### src/rtl/intdiv_qconv.sv
// Quotient conversion and final-correction stage of the SD2 integer divider.
// Builds Q and QM = Q-1 from MSB-first SD2 digits, then applies the sign-adjust correction.
module intdiv_qconv #(
  parameter int N = 8
) (
  input  logic         clk,
  input  logic         rst_n,
  input  logic         start,
  input  logic         qd_valid,
  output logic         qd_ready,
  input  logic [1:0]   qd,
  input  logic         adj_valid,
  output logic         adj_ready,
  input  logic         padj,
  input  logic         seladj,
  output logic [N-1:0] q_out,
  output logic         q_valid,
  input  logic         q_ready,
  output logic         busy
);

  // state    | meaning
  // IDLE     | waiting for start
  // CONV     | accepting N quotient digits
  // WAIT_ADJ | waiting for padj/seladj
  // CORR     | selecting and registering the corrected quotient
  // DONE     | holding q_out/q_valid until q_ready
  typedef enum logic [2:0] {IDLE, CONV, WAIT_ADJ, CORR, DONE} state_t;

  localparam int CW = $clog2(N + 1);

  state_t        state, state_nxt;
  logic [N-1:0]  q, qm;
  logic [CW-1:0] cnt;
  logic          padj_r, seladj_r;
  logic          dig_xfer, adj_xfer;

  assign dig_xfer = (state == CONV) && qd_valid;
  assign adj_xfer = (state == WAIT_ADJ) && adj_valid;

  always_ff @(posedge clk or negedge rst_n) begin
    if (!rst_n) state <= IDLE;
    else        state <= state_nxt;
  end

  always_comb begin
    state_nxt = state;
    qd_ready  = 1'b0;
    adj_ready = 1'b0;
    busy      = 1'b1;
    case (state)
      IDLE: begin
        busy = 1'b0;
        if (start) state_nxt = CONV;
      end
      CONV: begin
        qd_ready = 1'b1;
        if (qd_valid && (cnt == CW'(N - 1))) state_nxt = WAIT_ADJ;
      end
      WAIT_ADJ: begin
        adj_ready = 1'b1;
        if (adj_valid) state_nxt = CORR;
      end
      CORR: state_nxt = DONE;
      DONE: if (q_ready) state_nxt = IDLE;
      default: state_nxt = IDLE;
    endcase
  end

  // On-the-fly conversion: each digit shifts in from whichever of Q/QM keeps both exact.
  always_ff @(posedge clk or negedge rst_n) begin
    if (!rst_n) begin
      q        <= '0;
      qm       <= '1;
      cnt      <= '0;
      padj_r   <= 1'b0;
      seladj_r <= 1'b1;
      q_out    <= '0;
      q_valid  <= 1'b0;
    end else begin
      if ((state == IDLE) && start) begin
        q   <= '0;
        qm  <= '1;
        cnt <= '0;
      end
      if (dig_xfer) begin
        case (qd)
          2'b01: begin
            q  <= {q[N-2:0], 1'b1};
            qm <= {q[N-2:0], 1'b0};
          end
          2'b11: begin
            q  <= {qm[N-2:0], 1'b1};
            qm <= {qm[N-2:0], 1'b0};
          end
          default: begin
            q  <= {q[N-2:0], 1'b0};
            qm <= {qm[N-2:0], 1'b1};
          end
        endcase
        cnt <= cnt + CW'(1);
      end
      if (adj_xfer) begin
        padj_r   <= padj;
        seladj_r <= seladj;
      end
      if (state == CORR) begin
        if (seladj_r)    q_out <= q;
        else if (padj_r) q_out <= q + N'(1);
        else             q_out <= qm;
        q_valid <= 1'b1;
      end
      if ((state == DONE) && q_ready) q_valid <= 1'b0;
    end
  end

endmodule

### config.mk
export PLATFORM = sky130hd
export DESIGN_NAME = intdiv_qconv
export DESIGN_NICKNAME = d
export VERILOG_FILES = /design/src/rtl/intdiv_qconv.sv
export SDC_FILE = /design/constraint.sdc
export NUM_CORES = 1
export LEC_CHECK = 0
export ABC_AREA = 1
export CAP_MARGIN = 20
export CORE_MARGIN = 8
export CORE_UTILIZATION = 39
export DETAILED_ROUTE_END_ITERATION = 10
export HOLD_SLACK_MARGIN = 0.06
export SLEW_MARGIN = 10
export SYNTH_ARGS = -nofsm -noshare
export SYNTH_HDL_FRONTEND = slang
export SYNTH_SLANG_ARGS = --single-unit
### constraint.sdc
create_clock -name clk -period 1.9 [get_ports clk]
set_input_delay 0.38 -clock clk [delete_from_list [all_inputs] [get_ports clk]]
set_output_delay 0.38 -clock clk [all_outputs]
set_load 0.01 [all_outputs]
==> impl_metrics.xml, run 1 <==
<?xml version="1.0" encoding="UTF-8"?>
<metrics>
  <group name="clock_network">
    <metric name="root_buffer" unit="">sky130_fd_sc_hd__clkbuf_8</metric>
    <metric name="clock-sinks" unit="">34</metric>
    <metric name="ctsHoldBuffers" unit="">0</metric>
    <metric name="number_of_cts_inserted_buffers" unit="">5</metric>
    <metric name="cts.clk_slew.worst_paths" unit="ns">0.07</metric>
    <metric name="tritoncts" unit="">yes</metric>
    <metric name="cts.htree.levels" unit="">2</metric>
    <metric name="ctsLongestPathBuffers" unit="">2</metric>
    <metric name="clock_latency" unit="ns">0.29</metric>
  </group>
  <group name="critical_path">
    <metric name="critical_path.endpoint" unit="">qd_ready</metric>
    <metric name="setup.worst_path.end_class" unit="">output pin</metric>
    <metric name="worstPathArrival" unit="ns">1.31</metric>
    <metric name="crit_path_max_fanout" unit="">3</metric>
    <metric name="critPathRequiredTime" unit="ns">1.52</metric>
    <metric name="reg2reg_setup_slack" unit="ns">0.32</metric>
    <metric name="timing.rr.start" unit="">state[2]</metric>
    <metric name="critical_path_class" unit="">reg2out</metric>
    <metric name="reg2regPathDepth" unit="">6</metric>
    <metric name="critical_path.startpoint_type" unit="">register</metric>
    <metric name="crit_start" unit="">state[2]</metric>
    <metric name="r2r_end" unit="">q_out[6]</metric>
  </group>
  <group name="timing">
    <metric name="hold_viol_final" unit="">0</metric>
    <metric name="relSlewSlack" unit="%">66.3</metric>
    <metric name="post-route-min-period" unit="ns">1.69</metric>
    <metric name="finClkSkew" unit="ns">0.00909</metric>
    <metric name="worstMarginPinSlew" unit="ns">0.503</metric>
    <metric name="rsz0062_at_grt" unit="">false</metric>
    <metric name="timing.final.crit_share" unit="%">89.1</metric>
    <metric name="final-max-slew-violation-count" unit="">0</metric>
    <metric name="timing.setup.tns" unit="ns">0</metric>
    <metric name="setup_slack" unit="ns">0.207</metric>
    <metric name="timing.final.setup_violations" unit="">0</metric>
    <metric name="finalHoldWorstSlack" unit="ns">0.483</metric>
    <metric name="max_freq" unit="GHz">0.591</metric>
  </group>
  <group name="synth">
    <metric name="synth_top_area_share" unit="%">34.1</metric>
    <metric name="mappedNetlistNets" unit="">249</metric>
    <metric name="synth_compound_gate_area_share" unit="%">18.7</metric>
    <metric name="synth_seq_cells" unit="">34</metric>
    <metric name="synthCells" unit="">237</metric>
    <metric name="muxShareOfSynthArea" unit="%">0</metric>
    <metric name="synth.top_cells.by_area" unit="">sky130_fd_sc_hd__dfrtp_1 34%, sky130_fd_sc_hd__dfstp_2 13%, sky130_fd_sc_hd__nand2_1 10%, sky130_fd_sc_hd__a21oi_1 7.4%, sky130_fd_sc_hd__o21ai_0 6.0%</metric>
    <metric name="synth_top_family_by_area" unit="">simple AND/OR/NAND/NOR gates</metric>
    <metric name="mappedNetlistArea" unit="sq um">1840</metric>
    <metric name="yosys.area_share.adder" unit="%">1.36</metric>
    <metric name="synthesized_area_fraction_occupied_by_xor_and_xnor_cells" unit="%">0.954</metric>
    <metric name="synthDominantAreaCellType" unit="">sky130_fd_sc_hd__dfrtp_1</metric>
    <metric name="synth_cell_type_count" unit="">28</metric>
    <metric name="yosys.area_share.simple" unit="%">23.3</metric>
    <metric name="synth_seq_area_share" unit="%">47.0</metric>
    <metric name="yosys_warnings" unit="">0</metric>
    <metric name="average_cell_area_after_synthesis" unit="sq um">7.74</metric>
  </group>
  <group name="layout">
    <metric name="design.final.nets" unit="">275</metric>
    <metric name="multi_input_comb_area" unit="sq um">816</metric>
    <metric name="finalCoreUtilization" unit="%">48.3</metric>
    <metric name="ff_latch_area" unit="sq um">863</metric>
    <metric name="fraction_of_layout_instances_using_a_drive_strength_above_1" unit="%">13.3</metric>
    <metric name="filler_cell_count" unit="">472</metric>
    <metric name="insertedDiodeCount" unit="">0</metric>
    <metric name="area_delta_synth_final" unit="%">21.7</metric>
  </group>
  <group name="flow_run">
    <metric name="drv_cap" unit="">0</metric>
  </group>
  <group name="pwr">
    <metric name="swShare" unit="%">40.2</metric>
    <metric name="power.density_cell_area" unit="nW/um^2">1700</metric>
    <metric name="ir_drop" unit="mV">0.537</metric>
    <metric name="cellInternalPower" unit="mW">2.26</metric>
    <metric name="clkPwrFrac" unit="%">18.3</metric>
    <metric name="p_switching" unit="mW">1.52</metric>
    <metric name="power.total" unit="mW">3.79</metric>
    <metric name="leakage" unit="nW">1.06</metric>
    <metric name="pwr-share-seq" unit="%">38.2</metric>
    <metric name="power_frac_comb" unit="%">43.5</metric>
  </group>
  <group name="routing">
    <metric name="detail-route-antenna-nets" unit="">0</metric>
    <metric name="number_of_detailed_routing_iterations_run_before_antenna_repair" unit="">4</metric>
    <metric name="drt_total_wl" unit="mm">4.35</metric>
    <metric name="drtIter0Drc" unit="">86</metric>
    <metric name="via_per_inst" unit="">5.06</metric>
    <metric name="routedWlPerCell" unit="um">13.7</metric>
    <metric name="number_of_remaining_drc_errors" unit="">0</metric>
    <metric name="via_count" unit="">1609</metric>
  </group>
  <group name="grt">
    <metric name="grt_pass1_wl" unit="mm">7.48</metric>
    <metric name="vias_in_the_first_global_route" unit="">1568</metric>
    <metric name="globalRoute.totalOverflow" unit="">0</metric>
    <metric name="antenna_found_initial" unit="">0</metric>
    <metric name="grt_max_degree" unit="">35</metric>
    <metric name="grt_util_all_layers" unit="%">13.1</metric>
  </group>
  <group name="floorplan">
    <metric name="core_region_area" unit="sq um">4630</metric>
    <metric name="fp-row-count" unit="">25</metric>
    <metric name="io_pins" unit="">22</metric>
    <metric name="fp.dieW" unit="um">84.6</metric>
    <metric name="die_y" unit="um">84.6</metric>
    <metric name="die_outline_area" unit="sq um">7160</metric>
    <metric name="initial_utilization" unit="%">39.6</metric>
  </group>
  <group name="outcome">
    <metric name="status" unit="">completed</metric>
  </group>
  <group name="hold_path">
    <metric name="hold_class" unit="">reg2reg</metric>
  </group>
  <group name="placement">
    <metric name="hpwlAfterDp" unit="mm">3.08</metric>
    <metric name="place_congestion" unit="">0.843</metric>
    <metric name="port-buffer-count" unit="">21</metric>
    <metric name="dp_slack" unit="ns">0.231</metric>
  </group>
</metrics>
-- layer usage --
layer	track usage, %	part of all wire (%)	vias to the layer above
li1	-	-	824
met1	16.6	49	748
met2	19.5	45	29
met3	3.71	4.3	8
met4	6.96	2.3	0
met5	0	0	-
-- cell usage in the layout (no fill, tap or decap) --
master / netlist / final
sky130_fd_sc_hd__clkbuf_8: 0 / 6
sky130_fd_sc_hd__or2_2: 2 / 2
sky130_fd_sc_hd__a21oi_1: 27 / 27
sky130_fd_sc_hd__dfrtp_1: 25 / 24
sky130_fd_sc_hd__nand3_1: 11 / 11
sky130_fd_sc_hd__nor4_1: 1 / 1
sky130_fd_sc_hd__o21ai_0: 22 / 22
sky130_fd_sc_hd__a31oi_1: 3 / 3
sky130_fd_sc_hd__nand3_2: 1 / 1
sky130_fd_sc_hd__a21oi_2: 1 / 1
sky130_fd_sc_hd__nand2_4: 2 / 2
sky130_fd_sc_hd__buf_4: 1 / 7
sky130_fd_sc_hd__dfrtp_2: 0 / 1
sky130_fd_sc_hd__nand2_1: 51 / 51
sky130_fd_sc_hd__nor2_2: 1 / 2
sky130_fd_sc_hd__o31ai_1: 2 / 2
sky130_fd_sc_hd__nand4_1: 1 / 1
sky130_fd_sc_hd__nor3_4: 1 / 1
sky130_fd_sc_hd__xor2_1: 2 / 2
sky130_fd_sc_hd__nand3b_1: 1 / 1
sky130_fd_sc_hd__inv_2: 2 / 2
sky130_fd_sc_hd__clkdlybuf4s50_1: 0 / 18
sky130_fd_sc_hd__o21ai_1: 1 / 1
sky130_fd_sc_hd__bufinv_16: 0 / 1
sky130_fd_sc_hd__inv_1: 27 / 27
sky130_fd_sc_hd__o22ai_1: 8 / 8
sky130_fd_sc_hd__nor2_1: 25 / 24
sky130_fd_sc_hd__ha_1: 2 / 2
sky130_fd_sc_hd__dlymetal6s2s_1: 0 / 1
sky130_fd_sc_hd__clkbuf_1: 2 / 1
sky130_fd_sc_hd__dfstp_2: 9 / 9
sky130_fd_sc_hd__dlygate4sd2_1: 0 / 2
-- logic make-up (layout without fill, tap and decap cells) --
| family | Yosys count | in the layout |
|---|---|---|
| buffers and inverters | 38 | 65 |
| adder cells (fa/ha/maj) | 2 | 2 |
| AND/OR/NAND/NOR | 97 | 97 |
| XOR/XNOR | 2 | 2 |
| flip-flops | 34 | 34 |
| AO/OA/AOI/OAI | 64 | 64 |
-- worst min-delay path by stage --
stage,from,to,slack (ns),depth (start not counted)
2_1_floorplan,rst_n,cnt[0],0.08,0
3_3_place_gp,q_out[4],q_out[4],0.46,2
3_5_place_dp,q_out[4],q_out[4],0.47,2
4_1_cts,q_out[4],q_out[4],0.49,2
5_1_grt,q_out[1],q_out[1],0.51,2
6_report,q_out[4],q_out[4],0.48,2
-- power by group through the flow --
stage,Sequential [mW],Combinational (mW),Clock [mW]
floorplan,1.37,1.11,0
global placement,1.47,1.61,0
detailed placement,1.47,1.62,0
CTS,1.45,1.67,0.708
global route,1.50,1.87,0.738
finish,1.45,1.65,0.693
-- layout make-up --
type / count / share of cell area (%)
sequential: 34 / 38.6
multi-input combinational: 165 / 36.5
timing repair buffer: 28 / 11.8
inverter: 29 / 4.87
clock buffer: 7 / 3.86
tap: 54 / 3.02
clock inverter: 1 / 1.34
-- registers in the layout (all words and copies together) (netlist names) --
name and flops:
q_valid 1, cnt 4, padj_r 1, q_out 8
q 8, seladj_r 1, qm 8, state 3
-- critical path: stages, from the launching register on --
cell	delay, ns
sky130_fd_sc_hd__dfrtp_1	0.40
sky130_fd_sc_hd__buf_4	0.16
sky130_fd_sc_hd__nor3_4	0.17
sky130_fd_sc_hd__dlygate4sd2_1	0.29
-- repair_timing --
item / 4_1_cts / 5_1_grt
setup endpoints to repair: 3 / 1
setup buffers: 2 / 0
resized for setup: 4 / 1
-- stage by stage --
stage               instance area [sq um]  cells
CTS                                  2230    318
global placement                     2100    308
detailed placement                   2100    308
finish                               2230    318
floorplan                            1840    237
global route                         2230    318
-- synthesized netlist by cell type --
master	instances
sky130_fd_sc_hd__nand4_1	1
sky130_fd_sc_hd__o21ai_0	22
sky130_fd_sc_hd__nor3_4	1
sky130_fd_sc_hd__dfrtp_1	25
sky130_fd_sc_hd__o22ai_1	8
sky130_fd_sc_hd__nand3_2	1
sky130_fd_sc_hd__buf_6	1
sky130_fd_sc_hd__buf_4	1
sky130_fd_sc_hd__nor2_2	1
sky130_fd_sc_hd__inv_2	2
sky130_fd_sc_hd__nand3b_1	1
sky130_fd_sc_hd__a21oi_1	27
sky130_fd_sc_hd__or2_2	2
sky130_fd_sc_hd__clkbuf_1	2
sky130_fd_sc_hd__a21oi_2	1
sky130_fd_sc_hd__dfstp_2	9
sky130_fd_sc_hd__inv_1	27
sky130_fd_sc_hd__o31ai_1	2
sky130_fd_sc_hd__nor2_1	25
sky130_fd_sc_hd__a31oi_1	3
sky130_fd_sc_hd__o21ai_1	1
sky130_fd_sc_hd__xor2_1	2
sky130_fd_sc_hd__nor4_1	1
sky130_fd_sc_hd__nand2_1	51
sky130_fd_sc_hd__buf_2	5
sky130_fd_sc_hd__nand2_4	2
sky130_fd_sc_hd__nand3_1	11
sky130_fd_sc_hd__ha_1	2
No activity file was read; power rests on OpenSTA's default activity.
==> run 2: changes to the inputs <==
CTS_CLUSTER_SIZE = 8   (was unset)
==> results of run 2 <==
The final DEF is identical to that of run 1; final timing and power are the same.
